`config.mk`:
```
export PLATFORM = sky130hd
export DESIGN_NAME = hit_score_tracker
export DESIGN_NICKNAME = d
export VERILOG_FILES = /design/src/rtl/hit_score_tracker.sv
export SDC_FILE = /design/constraint.sdc
export NUM_CORES = 1
export LEC_CHECK = 0
export CAP_MARGIN = 20
export CORE_ASPECT_RATIO = 1.5
export CORE_MARGIN = 3
export CORE_UTILIZATION = 50
export CTS_CLUSTER_SIZE = 14
export DETAILED_ROUTE_END_ITERATION = 7
export MAX_ROUTING_LAYER = met4
export PLACE_DENSITY = 0.75
export SLEW_MARGIN = 10
export SYNTH_ARGS = -nofsm -noshare
export SYNTH_HDL_FRONTEND = slang
export SYNTH_SLANG_ARGS = --single-unit
```
`constraint.sdc`:
```
create_clock -name clk25 -period 7.75 [get_ports clk25]
set_clock_uncertainty 0.2 [all_clocks]
set_input_delay 1.1625 -clock clk25 [delete_from_list [all_inputs] [get_ports clk25]]
set_output_delay 1.1625 -clock clk25 [all_outputs]
set_load 0.1 [all_outputs]
```
`src/rtl/hit_score_tracker.sv`:
```
// hit_score_tracker: turns per-bullet enemy hit vectors into weighted points,
// drains them one unit per clock into a saturating 4-digit BCD score, and
// plays a retriggerable one-shot square-wave hit tone.
module hit_score_tracker #(
  parameter int unsigned BULLET_COUNT = 8,
  parameter int unsigned PTS_FLY      = 1,
  parameter int unsigned PTS_MOSQUITO = 2,
  parameter int unsigned PTS_SPIDER   = 5,
  parameter int unsigned HALF_PERIOD  = 12500,
  parameter int unsigned HIT_CYCLES   = 2500000
) (
  input  logic                    clk25,
  input  logic                    reset_n,
  input  logic                    clear_score,
  input  logic [BULLET_COUNT-1:0] bullet_hit_fly,
  input  logic [BULLET_COUNT-1:0] bullet_hit_mosquito,
  input  logic [BULLET_COUNT-1:0] bullet_hit_spider,
  output logic [15:0]             score_bcd,
  output logic                    score_busy,
  output logic                    score_max,
  output logic                    hit_buzz
);

  localparam int unsigned ADD_W  = 17;
  localparam int unsigned SUM_W  = 18;
  localparam int unsigned PEND_W = 16;
  localparam int unsigned DUR_W  = $clog2(HIT_CYCLES + 1);
  localparam int unsigned PH_W   = (HALF_PERIOD > 1) ? $clog2(HALF_PERIOD) : 1;

  localparam logic [15:0]       SCORE_TOP = 16'h9999;
  localparam logic [SUM_W-1:0]  PEND_SAT  = SUM_W'(17'h0FFFF);

  // Number of set bits in one hit vector.
  function automatic logic [ADD_W-1:0] popcount(input logic [BULLET_COUNT-1:0] v);
    logic [ADD_W-1:0] c;
    c = '0;
    for (int i = 0; i < int'(BULLET_COUNT); i++) begin
      c = c + ADD_W'(v[i]);
    end
    return c;
  endfunction

  // One BCD unit increment with digit-to-digit carry ripple.
  function automatic logic [15:0] bcd_inc(input logic [15:0] s);
    logic [15:0] r;
    logic        carry;
    r     = s;
    carry = 1'b1;
    for (int d = 0; d < 4; d++) begin
      if (carry) begin
        if (r[d*4 +: 4] == 4'd9) begin
          r[d*4 +: 4] = 4'd0;
        end else begin
          r[d*4 +: 4] = r[d*4 +: 4] + 4'd1;
          carry       = 1'b0;
        end
      end
    end
    return r;
  endfunction

  logic [PEND_W-1:0] pending;
  logic [PEND_W-1:0] pending_nxt;
  logic [15:0]       score_nxt;
  logic [ADD_W-1:0]  add_pts;
  logic [SUM_W-1:0]  pend_sum;
  logic              sat;
  logic              dec;
  logic              any_hit;

  logic [DUR_W-1:0]  dur_cnt;
  logic [DUR_W-1:0]  dur_nxt;
  logic [PH_W-1:0]   ph_cnt;
  logic [PH_W-1:0]   ph_nxt;
  logic              buzz_nxt;

  // Weighted points arriving this cycle and whether any bullet hit anything.
  always_comb begin
    add_pts = popcount(bullet_hit_fly)      * ADD_W'(PTS_FLY)
            + popcount(bullet_hit_mosquito) * ADD_W'(PTS_MOSQUITO)
            + popcount(bullet_hit_spider)   * ADD_W'(PTS_SPIDER);
    any_hit = (|bullet_hit_fly) | (|bullet_hit_mosquito) | (|bullet_hit_spider);
  end

  // Pending accumulator and score drain; clear wins, saturation empties pending.
  always_comb begin
    sat         = (score_bcd == SCORE_TOP);
    dec         = (pending != '0) && !sat;
    pend_sum    = SUM_W'(pending) - SUM_W'(dec) + SUM_W'(add_pts);
    score_nxt   = score_bcd;
    pending_nxt = pending;
    if (clear_score) begin
      score_nxt   = '0;
      pending_nxt = '0;
    end else begin
      if (dec) begin
        score_nxt = bcd_inc(score_bcd);
      end
      if (sat || (score_nxt == SCORE_TOP)) begin
        pending_nxt = '0;
      end else if (pend_sum > PEND_SAT) begin
        pending_nxt = '1;
      end else begin
        pending_nxt = pend_sum[PEND_W-1:0];
      end
    end
  end

  // Score state and status flags.
  always_ff @(posedge clk25 or negedge reset_n) begin
    if (!reset_n) begin
      score_bcd  <= '0;
      pending    <= '0;
      score_busy <= 1'b0;
      score_max  <= 1'b0;
    end else begin
      score_bcd  <= score_nxt;
      pending    <= pending_nxt;
      score_busy <= (pending_nxt != '0);
      score_max  <= (score_nxt == SCORE_TOP);
    end
  end

  // Tone sequencing: any hit restarts a full-length tone in its high phase.
  always_comb begin
    dur_nxt  = dur_cnt;
    ph_nxt   = ph_cnt;
    buzz_nxt = hit_buzz;
    if (any_hit) begin
      dur_nxt  = DUR_W'(HIT_CYCLES);
      ph_nxt   = '0;
      buzz_nxt = 1'b1;
    end else if (dur_cnt != '0) begin
      dur_nxt = dur_cnt - DUR_W'(1);
      if (ph_cnt == PH_W'(HALF_PERIOD - 1)) begin
        ph_nxt   = '0;
        buzz_nxt = ~hit_buzz;
      end else begin
        ph_nxt = ph_cnt + PH_W'(1);
      end
    end else begin
      ph_nxt   = '0;
      buzz_nxt = 1'b0;
    end
  end

  // Tone state registers.
  always_ff @(posedge clk25 or negedge reset_n) begin
    if (!reset_n) begin
      dur_cnt  <= '0;
      ph_cnt   <= '0;
      hit_buzz <= 1'b0;
    end else begin
      dur_cnt  <= dur_nxt;
      ph_cnt   <= ph_nxt;
      hit_buzz <= buzz_nxt;
    end
  end

endmodule

```
; ---- Word-level counts from Yosys, hierarchy flattened
; Cells that the tools add are included.
[op_classes]
addsub = 31
multipliers = 1
order_cmp = 1
eq_ne = 9
mux = 32
n_bitwise = 3
reduce_logical = 10
[op_table]
columns = cell, n
row1 = 16-bit 2-to-1 mux, 6
row2 = 16-bit equality test (second input constant), 3
row3 = 22-bit 2-to-1 mux, 2
row4 = 14-bit 2-to-1 mux, 3
row5 = 16-bit nonzero test, 2
row6 = 4-bit 2-to-1 mux, 7
row7 = 7-bit by 1-bit adder with 8-bit output, 3
row8 = 8-bit OR reduction, 3
row9 = 22-bit nonzero test, 1
row10 = 22-bit by 1-bit subtractor with 22-bit output (second input constant), 1
row11 = 6-bit by 1-bit adder with 7-bit output, 3
row12 = 17-bit by 13-bit adder with 18-bit output, 1
row13 = 5-bit by 1-bit adder with 6-bit output, 3
row14 = 18-bit by 16-bit greater-than comparator with 1-bit output (second input constant), 1
row15 = 16-bit by 1-bit subtractor with 17-bit output, 1
row16 = 4-bit by 1-bit adder with 4-bit output (second input constant), 4
row17 = 4-bit equality test (second input constant), 4
row18 = 4-bit by 1-bit adder with 5-bit output, 3
row19 = 14-bit by 1-bit adder with 14-bit output (second input constant), 1
row20 = 14-bit equality test (second input constant), 1
row21 = 1-bit 2-to-1 mux, 14
row22 = 10-bit by 11-bit adder with 12-bit output, 1
row23 = 3-bit by 1-bit adder with 4-bit output, 3
row24 = 8-bit by 3-bit multiplier with 11-bit output (second input constant), 1
row25 = 10 further kinds, 15
[totals]
reg_bits = 71
elab_cells = 94

; ---- Depth between registers and ports, before layout
; Gate-level depths: netlist of run 1.
[depth]
depth_word = 19
depth_mapped = 26

; ---- Worst setup path before layout of run 1
; Ideal clock, no wire load.
[synth_path]
kind = input-to-reg
start = input port bullet_hit_spider[0]
end = register pending[10]
setup_ns = 0.126
t_arrival_ns = 7.135
slack_ns = 0.289
stages = 26
path_buffers = 1
path_cell_list = inv_1 > fa_1 > fa_1 > fa_1 > inv_1 > ha_1 > fa_1 > xnor2_1 > inv_1 > ha_1 > fa_1 > ha_1 > ha_1 > inv_1 > o21bai_1 > a21o_1 > a21oi_1 > xnor2_1 > ha_1 > or3_1 > o22ai_1 > a211oi_1 > and2_1 > a21oi_1 > buf_2 > a21oi_1
[synth_between]
elab_chain_len = 14
[synth_lines]
columns = item, line_no
row1 = from (decl), 17  ; input logic [BULLET_COUNT-1:0] bullet_hit_spider,
row2 = 1-bit by 1-bit adder with 2-bit output *, 38  ; c = c + ADD_W'(v[i]);
row3 = 2-bit by 1-bit adder with 3-bit output *, 38
row4 = 3-bit by 1-bit adder with 4-bit output *, 38
row5 = 4-bit by 1-bit adder with 5-bit output *, 38
row6 = 5-bit by 1-bit adder with 6-bit output *, 38
row7 = 6-bit by 1-bit adder with 7-bit output *, 38
row8 = 7-bit by 1-bit adder with 8-bit output *, 38
row9 = 8-bit by 3-bit multiplier with 11-bit output *, 81  ; + popcount(bullet_hit_spider) * ADD_W'(PTS_SPIDER);
row10 = 10-bit by 11-bit adder with 12-bit output *, 81
row11 = 17-bit by 13-bit adder with 18-bit output *, 89  ; pend_sum = SUM_W'(pending) - SUM_W'(dec) + SUM_W'(add_pts);
row12 = 18-bit by 16-bit greater-than comparator with 1-bit output, 101  ; end else if (pend_sum > PEND_SAT) begin
row13 = 16-bit 2-to-1 mux *, 101
row14 = 16-bit 2-to-1 mux *, 99  ; if (sat || (score_nxt == SCORE_TOP)) begin
row15 = 16-bit 2-to-1 mux *, 92  ; if (clear_score) begin
row16 = net pending_nxt[10], 63  ; logic [PEND_W-1:0] pending_nxt;
row17 = to (signal assigned), 118  ; pending <= pending_nxt;
row18 = to (decl), 62  ; logic [PEND_W-1:0] pending;
; The timed path passes the listed nets; every way through them passes the cells marked *.
; A chain may end at the register's enable or synchronous reset.

; ---- Worst setup path after layout of run 1
[layout_path]
start = input port bullet_hit_spider[3]
end = register score_busy
[layout_between]
elab_chain_len = 13
[layout_lines]
columns = item, line_no
row1 = 3-bit by 1-bit adder with 4-bit output *, 38
row2 = 4-bit by 1-bit adder with 5-bit output *, 38
row3 = 5-bit by 1-bit adder with 6-bit output *, 38
row4 = 6-bit by 1-bit adder with 7-bit output *, 38
row5 = 7-bit by 1-bit adder with 8-bit output *, 38
row6 = 8-bit by 3-bit multiplier with 11-bit output *, 81
row7 = 10-bit by 11-bit adder with 12-bit output *, 81
row8 = 17-bit by 13-bit adder with 18-bit output *, 89
row9 = 18-bit by 16-bit greater-than comparator with 1-bit output, 101
row10 = 16-bit 2-to-1 mux *, 101
row11 = 16-bit 2-to-1 mux *, 99
row12 = 16-bit 2-to-1 mux *, 92
row13 = 16-bit nonzero test *, 119  ; score_busy <= (pending_nxt != '0);
row14 = to (signal assigned), 119
row15 = to (decl), 19  ; output logic score_busy,
; Mark *: on every way between the ends. The rest lies on a longest branch, timed or not.

==> impl_metrics.json, run 1 <==
{
  "outcome": "finished clean",
  "synthCells": 589,
  "n_antenna_cell": 0,
  "worst-path-buf-inv": 5,
  "synth_enable_flop_cells": 0,
  "synth_top_cell_area_share_pct": 33.2,
  "worstPathArrival_ns": 7.27,
  "p_total_mw": 3.62,
  "num_rows": 45,
  "tns_ns": 0,
  "top_usage_layer": "met2",
  "ant_nets": 0,
  "wl_per_cell_um": 14.6,
  "multi_input_area_sq_mm": 0.00339,
  "dieArea_sq_mm": 0.0120,
  "use_met1_pct": 21.3,
  "synth.most_common_cell": "dfrtp_1",
  "hold_ws_ns": 0.333,
  "ys_seq_area_share_pct": 33.2,
  "final-seq-area_sq_mm": 0.00178,
  "path_clk_slew_ns": 0.05,
  "synth_warnings": 0,
  "via_per_inst": 5.53,
  "utilization_pct": 64.4,
  "placed_area_sq_mm": 0.00615,
  "grtUsageTotal_pct": 20.9,
  "synth-seq-cells": 71,
  "first_iter_violations": 134,
  "finalCritPeriodShare_pct": 94.1,
  "rsz0062_at_grt": "no",
  "drc": 0,
  "grt_pass1_wl_um": 20200,
  "grt_use_met2_pct": 38.9,
  "grt_start_max_net_pins": 72,
  "critical_path_class": "input pin to register",
  "syn2layout_area_growth_pct": 24.0,
  "avgSynthCellArea_sq_um": 9.08,
  "hpwl_um": 8860,
  "die_x_um": 90.5,
  "ir_worst_vdd_uv": 566,
  "cts_tree": "yes",
  "slew_headroom_pct": 34.0,
  "die_h_um": 133,
  "clockRootBuffer": "clkbuf_16",
  "drt-total-wl_um": 11900,
  "routabilityCongestion": 0.936,
  "dr.pass1.iters": 4,
  "cp_top_family": "adder cells",
  "slowest_delay_ns": 0.56,
  "synth_largest_area_cell": "dfrtp_1",
  "core_sq_mm": 0.0103,
  "setup_viol": 0,
  "yosysUniqueCellTypes": 64,
  "h-tree-depth": 3,
  "period_needed_ns": 7.29,
  "ys_top_cells_by_area": "dfrtp_1, ha_1, fa_1, xor2_1, xnor2_1",
  "cp-end-kind": "register",
  "cp_slowest_cell": "fa_1",
  "io_buffers": 45,
  "hp-class": "register to register",
  "synthTopCellsByCount": "dfrtp_1, inv_1, nor2_1",
  "final_area_sq_mm": 0.00664,
  "startpoint_type": "input pin",
  "num_vias": 4500,
  "synth_area_sq_mm": 0.00535,
  "grt_pass1_vias": 4596,
  "pin_count": 46,
  "nFillCells": 834,
  "drive_gt1_share_pct": 14.1,
  "synthArstFlopShare_pct": 100,
  "grtUsageMet3_pct": 2.73,
  "p_leak_nw": 2.86,
  "fmax_mhz": 137,
  "insertion_delay_ns": 0.34,
  "clockBufferDepth": 2,
  "numCtsBuffers": 9,
  "tightest_slew_ns": 0.987,
  "grt.overflow.total": 0,
  "power_density_mw_per_mm2": 546,
  "cp_max_fo": 5,
  "report.final.slew_viol_count": 0,
  "cap_violations": 0,
  "start_util_pct": 51.9,
  "antenna_found_initial": 0,
  "cts.sinks": 71,
  "nets": 748,
  "critPathRequiredTime_ns": 7.73,
  "finalHoldViolCount": 0,
  "syn_nets": 669,
  "ys.flop_type": "dfrtp_1"
}
registers in the layout (all words and copies together) (netlist names):
signal	flops
ph_cnt	14
score_busy	1
score_max	1
pending	16
score_bcd	16
dur_cnt	22
hit_buzz	1
report_power, final:
part | internal [mW] | total (mW) | switching, mW
clock | 0.290 | 0.444 | 0.154
combinational | 1.33 | 2.69 | 1.36
sequential | 0.425 | 0.485 | 0.0607
total | 2.05 | 3.62 | 1.57
logic make-up (layout without fill, tap and decap cells):
logic type	count (synthesis)	count (layout)	share of synthesized area, %
XOR/XNOR	65	65	10.6
AND/OR/NAND/NOR	227	227	23.8
AO/OA/AOI/OAI	89	89	10.2
adder cells (fa/ha/maj)	53	53	14.8
buffers and inverters	77	161	5.94
flip-flops	71	71	33.2
multiplexers	7	7	1.40
layer usage:
metal  vias to the layer above  share of wire (%)
li1                       2174                  -
met1                      2198                 38
met2                        96                 56
met3                        32                2.8
met4                         0                3.4
met5                         -                  0
final timing paths:
path | from | endpoint | slack (ns) | depth (start not counted)
setup / recovery | bullet_hit_spider[3] | score_busy | 0.46 | 27
hold / removal | ph_cnt[0] | ph_cnt[0] | 0.33 | 1
setup reg to reg | pending[7] | score_busy | 2.91 | 17
hold reg to reg | ph_cnt[0] | ph_cnt[0] | 0.33 | 1
max in group asynchronous | reset_n | dur_cnt[9] | 5.94 | 2
min in group asynchronous | reset_n | pending[2] | 0.82 | 2
layout by cell type (no fill, tap or decap), drive strengths merged, types with 3 or more instances in the layout:
cell,n
xor2,36
ha,36
nor2b,11
clkbuf,11
dlymetal6s2s,3
nand3,23
nor4,12
nor3,19
dfrtp,71
a211oi,4
clkdlybuf4s50,41
and2,6
nand4,9
o21ai,15
nor3b,5
a21oi,43
fa,17
nand2,35
nand2b,4
xnor2,29
a21o,7
or3,10
inv,64
mux2i,6
or4,6
nor2,63
buf,37
a211o,3
nor4b,5
and3,7
layout make-up:
class	instances	share of cell area [%]
Clock buffer	11	3.66
Clock inverter	5	1.23
Inverter	64	3.62
Multi-Input combinational cell	441	51.2
Sequential cell	71	26.8
Tap cell	141	2.66
Timing Repair Buffer	81	10.9
worst register-to-register path: cells and delay by family (launching register included):
family / cells / cell delay [ns]
and+or+nand+nor: 7 / 2.30
xor gates and xnor gates: 1 / 0.18
adders and majority gates: 3 / 0.66
buffers and inverters: 1 / 0.09
DFF: 1 / 0.41
AOI/OAI and AO/OA: 5 / 0.84
repair_timing:
item                                    in CTS  in global routing
endpoints found under the setup margin       1                 17
gates resized for setup                      2                 27
pin swaps                                    0                 20
hold buffers                                 0                  0
hold endpoints to repair                     0                  0
buffers inserted                             0                  2
through the flow:
stage | setup WS, ns | std cells
final | 0.456 | 814
after global routing | 0.0688 | 814
after CTS | 0.00733 | 812
after detailed placement | -0.376 | 796
after global placement | -0.231 | 796
after floorplan | 0.289 | 589
Note: power is estimated with default switching activity, not from simulation.
==> run 2, diff against run 1 <==
- CORE_UTILIZATION: 50 -> 40
- PLACE_DENSITY: 0.75 -> 0.65
- clock period: 7.75 -> 6.4 ns (I/O delays scaled with it)
==> impl_metrics.json, run 2 (synthesized netlist as in run 1, its figures left out) <==
{
  "largest_register_ffs": 22,
  "timing.rr.end": "score_busy",
  "cts.sinks": 71,
  "r2r_slack_ns": 1.73,
  "cap_violations": 0,
  "grt_pass1_vias": 4904,
  "critical_path_class": "input pin to register",
  "clockBufferDepth": 2,
  "final_area_sq_mm": 0.00706,
  "h-tree-depth": 3,
  "first_iter_violations": 150,
  "io_buffers": 45,
  "cp-end-kind": "register",
  "nFillCells": 1200,
  "via_per_inst": 5.38,
  "mostFrequentLayoutCells": "dfrtp_1, nor2_1, inv_1, buf_4, clkdlybuf4s50_1",
  "die_h_um": 148,
  "die_x_um": 100,
  "outcome": "complete, but fails checks",
  "violations": "setup timing",
  "clockRootBuffer": "clkbuf_16",
  "crit_start": "bullet_hit_spider[1]",
  "placed_area_sq_mm": 0.00638,
  "fmax_mhz": 146,
  "crit_path_end": "score_busy",
  "reg2regPathDepth": 17,
  "num_rows": 51,
  "report.final.slew_viol_count": 0,
  "dr.pass1.iters": 4,
  "drt-total-wl_um": 12400,
  "wl_per_cell_um": 14.4,
  "n_antenna_cell": 0,
  "grt.overflow.total": 0,
  "start_util_pct": 41.1,
  "fin_ws_ns": -0.459,
  "syn2layout_area_growth_pct": 32.0,
  "hp-class": "register to register",
  "grt_start_max_net_pins": 72,
  "nets": 775,
  "utilization_pct": 54.2,
  "setup_viol": 17,
  "drc": 0,
  "slew_headroom_pct": 33.9,
  "dieArea_sq_mm": 0.0148,
  "numCtsBuffers": 9,
  "ant_nets": 0,
  "tightest_slew_ns": 0.989,
  "hpwl_um": 9220,
  "pin_count": 46,
  "regMostFlops": "dur_cnt",
  "cts_tree": "yes",
  "rsz0062_at_grt": "yes",
  "hold_path_startpoint": "dur_cnt[17]",
  "final_common_cell": "dfrtp_1",
  "insertion_delay_ns": 0.34,
  "startpoint_type": "input pin",
  "top_regs": "dur_cnt x22, pending x16, score_bcd x16",
  "period_needed_ns": 6.86,
  "final-seq-area_sq_mm": 0.00178,
  "grt_pass1_wl_um": 21500,
  "critPathRequiredTime_ns": 6.38,
  "drive_gt1_share_pct": 20.9,
  "r2r-start": "pending[5]",
  "hold_buffers": 0,
  "finalHoldViolCount": 0,
  "cp_max_fo": 3,
  "dp_slack_ns": -1.51,
  "worstPathArrival_ns": 6.84,
  "routabilityCongestion": 0.859,
  "antenna_found_initial": 0,
  "path_clk_slew_ns": 0.06,
  "core_sq_mm": 0.0130,
  "multi_input_area_sq_mm": 0.00356,
  "finalCritPeriodShare_pct": 107,
  "grtUsageTotal_pct": 18.2,
  "num_vias": 4619
}
## run 2: area by class of cell
class / count / area share (%)
multi-input combinational: 441 / 50.4
clock inverter: 5 / 1.47
tap: 159 / 2.82
inverter: 64 / 3.54
clock buffer: 11 / 3.44
timing repair buffer: 108 / 13.1
sequential: 71 / 25.2
## run 2: worst max-delay path, stage by stage
cell,delay [ns]
buf_6,0.07
inv_2,0.04
fa_1,0.54
fa_1,0.45
fa_1,0.51
inv_1,0.06
ha_4,0.16
fa_2,0.59
ha_4,0.21
inv_2,0.05
fa_1,0.44
buf_6,0.14
fa_2,0.40
inv_2,0.07
a21oi_2,0.07
o21bai_4,0.12
a21o_1,0.14
a21oi_2,0.06
xnor2_1,0.18
ha_2,0.32
o21a_4,0.24
o22ai_4,0.21
nor2_4,0.07
mux2i_1,0.19
xor2_1,0.23
and4_1,0.24
a41oi_2,0.08
## run 2: worst min path at each step
stage,end,cells after the start
finish,dur_cnt[17],2
floorplan,ph_cnt[0],1
detailed placement,ph_cnt[0],1
global placement,ph_cnt[0],1
CTS,dur_cnt[17],2
global route,dur_cnt[17],2
## run 2: through the flow
step	instances	TNS, ns	hold WS, ns
after floorplan	589	-6.16	0.275
after global placement	824	-20.46	0.304
after detailed placement	825	-22.86	0.314
after CTS	859	-6.61	0.334
after global routing	859	-10.80	0.357
final	859	-6.31	0.333
## run 2: layer usage
layer  global-route usage, %  share of wire [%]  vias to the layer above
li1                        -                  -                     2231
met4                    9.04                3.2                        0
met5                       -                  0                        -
met3                    2.60                2.7                       30
met2                    33.5                 56                       95
met1                    18.5                 38                     2263
## run 2: timing repair
item,4_1_cts,5_1_grt
pin swaps,33,6
setup buffers,18,0
setup endpoints to repair,17,17
gates resized for setup,41,11
Power of run 2 is left out: the tool's default activity adds up to more than one toggle a clock period on the data nets, which glitch-free logic cannot reach.
==> run 3, diff against run 2 <==
- CTS_CLUSTER_DIAMETER: unset -> 120
==> results of run 3 <==
Same layout as run 2: the final DEF is identical, and so are final timing and power.
Power of run 3 is left out for the same reason.
